===== src/rtl/inst_fetch_unit.sv =====
// RV32I fetch stage: PC, synchronous IMEM request, small fetch queue with valid/ready output.
// Optional misaligned-redirect fault tracking is enabled by defining FETCH_MISALIGN_CHECK_EN.
module inst_fetch_unit #(
  parameter logic [31:0] RESET_PC    = 32'h0000_0000,
  parameter int unsigned QUEUE_DEPTH = 2,
  parameter logic [31:0] NOP_INST    = 32'h0000_0013
) (
  input  logic        clk,
  input  logic        rstn,
  output logic        imem_req,
  output logic [31:0] imem_addr,
  input  logic [31:0] imem_rdata,
  input  logic        redirect_valid,
  input  logic [31:0] redirect_pc,
  output logic        if_valid,
  input  logic        if_ready,
  output logic [31:0] if_inst,
  output logic [31:0] if_pc,
  output logic        fetch_fault
);

  localparam int unsigned PtrW = (QUEUE_DEPTH > 1) ? $clog2(QUEUE_DEPTH) : 1;
  localparam int unsigned CntW = PtrW + 1;

  logic [31:0]     fetch_pc_q, fetch_pc_d;
  logic [PtrW-1:0] wr_ptr_q, wr_ptr_d;
  logic [PtrW-1:0] rd_ptr_q, rd_ptr_d;
  logic [CntW-1:0] occ_q, occ_d;
  logic            inflight_q, inflight_d;
  logic [31:0]     infl_pc_q, infl_pc_d;
  logic            infl_epoch_q, infl_epoch_d;
  logic            epoch_q, epoch_d;

  logic [31:0] q_inst [QUEUE_DEPTH];
  logic [31:0] q_pc   [QUEUE_DEPTH];

  logic          fault;
  logic [31:0]   fault_pc;
  logic          pop;
  logic          push;
  logic [CntW:0] pending;

`ifdef FETCH_MISALIGN_CHECK_EN
  logic        fault_q;
  logic [31:0] fault_pc_q;

  // The first misaligned redirect is latched; only reset clears it.
  always_ff @(posedge clk) begin
    if (!rstn) begin
      fault_q    <= 1'b0;
      fault_pc_q <= RESET_PC;
    end else if (redirect_valid && (redirect_pc[1:0] != 2'b00) && !fault_q) begin
      fault_q    <= 1'b1;
      fault_pc_q <= redirect_pc;
    end
  end

  assign fault       = fault_q;
  assign fault_pc    = fault_pc_q;
  assign fetch_fault = fault_q;
`else
  logic unused_redirect_lsbs;
  assign unused_redirect_lsbs = ^redirect_pc[1:0];
  assign fault       = 1'b0;
  assign fault_pc    = RESET_PC;
  assign fetch_fault = 1'b0;
`endif

  // A coincident redirect cancels the head transfer.
  assign if_valid = rstn && !redirect_valid && !fault && (occ_q != '0);
  assign pop      = if_valid && if_ready;
  // Stale-epoch responses are wrong-path fetches and are dropped.
  assign push     = inflight_q && (infl_epoch_q == epoch_q) && !fault && !redirect_valid;

  // Slots that will be committed after this cycle; issuing needs one more free.
  assign pending  = {1'b0, occ_q} + (CntW + 1)'(inflight_q) - (CntW + 1)'(pop);
  assign imem_req = rstn && !redirect_valid && !fault &&
                    (pending < (CntW + 1)'(QUEUE_DEPTH));
  assign imem_addr = fetch_pc_q;

  always_comb begin
    fetch_pc_d   = fetch_pc_q;
    wr_ptr_d     = wr_ptr_q;
    rd_ptr_d     = rd_ptr_q;
    occ_d        = occ_q;
    epoch_d      = epoch_q;
    inflight_d   = imem_req;
    infl_pc_d    = infl_pc_q;
    infl_epoch_d = infl_epoch_q;

    if (redirect_valid) begin
      fetch_pc_d = {redirect_pc[31:2], 2'b00};
      wr_ptr_d   = '0;
      rd_ptr_d   = '0;
      occ_d      = '0;
      epoch_d    = ~epoch_q;
    end else begin
      if (push) begin
        wr_ptr_d = wr_ptr_q + PtrW'(1);
      end
      if (pop) begin
        rd_ptr_d = rd_ptr_q + PtrW'(1);
      end
      occ_d = occ_q + CntW'(push) - CntW'(pop);
      if (imem_req) begin
        fetch_pc_d   = fetch_pc_q + 32'd4;
        infl_pc_d    = fetch_pc_q;
        infl_epoch_d = epoch_q;
      end
    end
  end

  always_ff @(posedge clk) begin
    if (!rstn) begin
      fetch_pc_q   <= RESET_PC;
      wr_ptr_q     <= '0;
      rd_ptr_q     <= '0;
      occ_q        <= '0;
      inflight_q   <= 1'b0;
      infl_pc_q    <= RESET_PC;
      infl_epoch_q <= 1'b0;
      epoch_q      <= 1'b0;
    end else begin
      fetch_pc_q   <= fetch_pc_d;
      wr_ptr_q     <= wr_ptr_d;
      rd_ptr_q     <= rd_ptr_d;
      occ_q        <= occ_d;
      inflight_q   <= inflight_d;
      infl_pc_q    <= infl_pc_d;
      infl_epoch_q <= infl_epoch_d;
      epoch_q      <= epoch_d;
    end
  end

  // Storage needs no reset; occupancy gates every read.
  always_ff @(posedge clk) begin
    if (rstn && push) begin
      q_inst[wr_ptr_q] <= imem_rdata;
      q_pc[wr_ptr_q]   <= infl_pc_q;
    end
  end

  assign if_inst = if_valid ? q_inst[rd_ptr_q] : NOP_INST;

  always_comb begin
    if_pc = fetch_pc_q;
    if (fault) begin
      if_pc = fault_pc;
    end else if (occ_q != '0) begin
      if_pc = q_pc[rd_ptr_q];
    end
  end

endmodule


===== config.mk =====
export PLATFORM = sky130hd
export DESIGN_NAME = inst_fetch_unit
export DESIGN_NICKNAME = d
export VERILOG_FILES = /design/src/rtl/inst_fetch_unit.sv
export SDC_FILE = /design/constraint.sdc
export NUM_CORES = 1
export LEC_CHECK = 0
export CORE_MARGIN = 3
export CORE_UTILIZATION = 50
export DETAILED_ROUTE_END_ITERATION = 16
export GPL_TIMING_DRIVEN = 0
export MAX_ROUTING_LAYER = met4
export PLACE_DENSITY = 0.78
export SETUP_SLACK_MARGIN = 0.02
export SLEW_MARGIN = 20
export SYNTH_ARGS = -nofsm -noshare
export SYNTH_HDL_FRONTEND = slang
export SYNTH_SLANG_ARGS = --single-unit

===== constraint.sdc =====
create_clock -name clk -period 9.2 [get_ports clk]
set_input_delay 2.76 -clock clk [delete_from_list [all_inputs] [get_ports clk]]
set_output_delay 2.76 -clock clk [all_outputs]
set_load 0.02 [all_outputs]

==> key figures <==
Outcome
  • Status: finished, final reports clean

Synth
  • FFs w/ async S/R, synth: 0%
  • Ys flop type: edfxtp_1
  • Yosys reg bits: 192
  • Post-synth EDFFs: 124
  • Synth cell types: 56
  • Yosys warnings: 0
  • Sequential-to-total area share from yosys stat: 62.9%
  • Post-Syn Instances: 713
  • Synth Area per Inst: about 11 µm²
  • Synthesized area: 8090 µm²

Floorplanning
  • Rows: 45
  • Die area: around 18000 µm²
  • Die width: 133 µm
  • Core area: 15500 µm²
  • I/O pin cnt: 167
  • Starting density of the core: between 50% and 60%
  • Die height: between 100 and 150 µm

Cells and area
  • Final core utilization: 68.8%
  • Most common cell after layout, fill and taps aside: clkdlybuf4s50_1
  • Area Overhead vs Synth: 31.7%
  • Filler cell count: approximately 1200
  • Layout cell share with drive strength beyond 1: 7.63%
  • Most frequent cells in the layout: clkdlybuf4s50_1 (158), edfxtp_1 (124), nand2_1 (89), nor2_1 (76), a21oi_1 (75)
  • Final net count: 978
  • ANT cells: 0
  • Final Instance Area: around 11000 µm²

Drt
  • Vias: approximately 6100
  • DRC Markers: 0
  • Vias per cell: 5.41
  • Routed Antenna Nets: 0
  • Routed WL: a little over 20 mm
  • Drt wl/cell: 18.0 µm
  • TritonRoute pass-1 iters: 5
  • Starting DRT DRC Count: 495

Clock tree
  • Clk root buf: clkbuf_16
  • Sink Count: 192
  • Clock slew at reported path FFs: 0.06 ns
  • CTS tree: yes
  • CTS buffer count: 17
  • H-tree levels: 4
  • Cts hold-fix bufs: 0
  • Clk_lat worst skew: 0.43 ns
  • CTS Buffer Depth: 2

GRT
  • Initial antenna violation count: 0
  • Total Routing Usage GR: 23.5%
  • Largest net degree at the start of global routing: 42
  • Global-route wire length before repair: about 32 mm
  • Vias in the first global route: a little under 6000
  • Grt ovf: 0

Setup path
  • Crit path max-delay cell type: clkdlybuf4s50_1
  • Worst Setup Path Type: input pin to output port
  • Worst Path Required: around 6.4 ns
  • CP arrival: about 6.3 ns
  • CP peak stage delay: between 0.6 and 0.7 ns
  • Cell family with most CP delay: buffers and inverters
  • Endpoint type of the worst setup path: output port
  • Worst path cell trace: clkdlybuf4s50_1, nor2b_2, and3_1, ha_1, nand2b_1, fa_1, xnor2_1, nand3_1, inv_2, clkbuf_4, clkbuf_4, clkdlybuf4s50_1
  • Reg2reg setup slack: 5.23 ns
  • Critical path fanouts, max: 10
  • CP Buf/Inv Count: 5
  • Worst setup SP type: input pin

Placed design
  • Cell area after placement: 10000 µm²
  • DP HPWL: 14.1 mm
  • Placer Congestion: 0.833
  • Port buffer count: about 160

Timing
  • Fin. Hold Viols: 0
  • WHS: 0.451 ns
  • Final Slew Violations: 0
  • Worst slew pin tran: 0.818 ns
  • Fmax: 0.111 GHz
  • Setup Skew: 0.00694 ns
  • Final Setup Violations: 0
  • Min cycle time layout: 9.04 ns
  • Fin crit share: 98.3%
  • RSZ-0062 raised after global routing: no
  • Max-Slew Margin vs Limit: 45.5%

Worst hold path
  • Worst hold path type: flip-flop to flip-flop

Power
  • Worst VDD drop: around 0.13 mV
  • P per Cell Area: 176 nW/µm²
  • Lkg Pwr: around 3.5 nW

Job
  • Max-Cap Viols: 0
-- worst paths after layout --
check                  from             to  depth (start not counted)
min reg2reg   infl_pc_q[16]    q_pc[0][16]                          0
max reg2reg        occ_q[1]  imem_addr[14]                         11
min           infl_pc_q[16]    q_pc[0][16]                          0
max          redirect_valid       imem_req                         12
-- kinds of logic after synthesis --
logic type	after synthesis	synth area share (%)
and+or+nand+nor	231	13.1
buffers and inverters	74	3.95
AOI/OAI and AO/OA	127	9.11
xor gates and xnor gates	18	1.95
DFF	192	62.9
adders and majority gates	5	0.867
muxes	65	8.08
other	1	0.0464
-- worst reg2reg max path: cells and delay by family (launching register included) --
family                   cells  cell delay (ns)
AND/OR/NAND/NOR              5             1.70
adder cells (fa/ha/maj)      2             0.74
buffers and inverters        2             0.47
multiplexers                 1             0.38
AO/OA/AOI/OAI                1             0.18
flip-flops                   1             0.43
-- repair_timing --
action,in CTS,in global routing
resized for setup,2,2
setup buffers,0,2
setup endpoints to repair,1,1
pin swaps,0,0
-- layer usage --
layer	global-route usage, %	part of all wire, %	vias up
met5	-	0	-
met4	7.66	1.7	0
met1	31.2	43	2861
met3	5.06	8.1	33
li1	-	-	2920
met2	36.5	47	298
-- metrics by stage --
| step | power, mW | instances | setup TNS (ns) | setup WS, ns |
|---|---|---|---|---|
| 2_1_floorplan | 1.06 | 717 | 0 | 1.08 |
| 3_5_place_dp | 1.17 | 1095 | -0.0937 | -0.0937 |
| 4_1_cts | 1.88 | 1127 | 0 | 0.0920 |
| 6_report | 1.87 | 1129 | 0 | 0.160 |
| 3_3_place_gp | 1.16 | 1086 | -138.00 | -2.23 |
| 5_1_grt | 1.93 | 1129 | 0 | 0.0151 |
-- synth_stat cells, drive strengths merged (3+ instances only) --
master	instances	share of area, %
dfxtp	68	17
a22oi	4	0.37
o211ai	5	0.46
o21ai	6	0.37
xor2	3	0.32
or4	4	0.42
nand2	89	4.1
buf	18	1.3
edfxtp	124	46
and3	4	0.31
a21oi	75	4.6
inv	17	0.79
clkbuf	38	1.8
nor2	76	3.5
nand4	8	0.77
nand3	12	0.74
or3	5	0.39
nor3	8	0.56
and4	4	0.43
mux2i	63	7.8
xnor2	15	1.6
o22ai	10	0.77
and2	12	0.93
ha	4	0.62
a31oi	14	1.1
-- registers in the layout, indices dropped and copies added, names as in the netlist, named ones only --
signal,cells
wr_ptr_q,1
occ_q,2
imem_addr,30
epoch_q,1
q_inst,64
infl_epoch_q,1
infl_pc_q,30
inflight_q,1
rd_ptr_q,1
q_pc,60
-- power by group --
part	internal (mW)	switching [mW]	leakage, nW
Combinational	0.0925	0.107	1.53
Sequential	0.933	0.0196	1.74
Clock	0.410	0.312	0.278
-- cell type report --
type                    count  area (µm²)  area share (%)
flip-flops and latches    192        5080            47.7
multi-input cells         451        2710            25.4
repair buffers            169        1680            15.8
clock buffers              21         450            4.23
well taps                 211         264            2.48
plain buffers              56         256            2.41
clock inverters            11         133            1.25
inverters                  18        67.6           0.634
No activity file was read; power rests on OpenSTA's default activity.
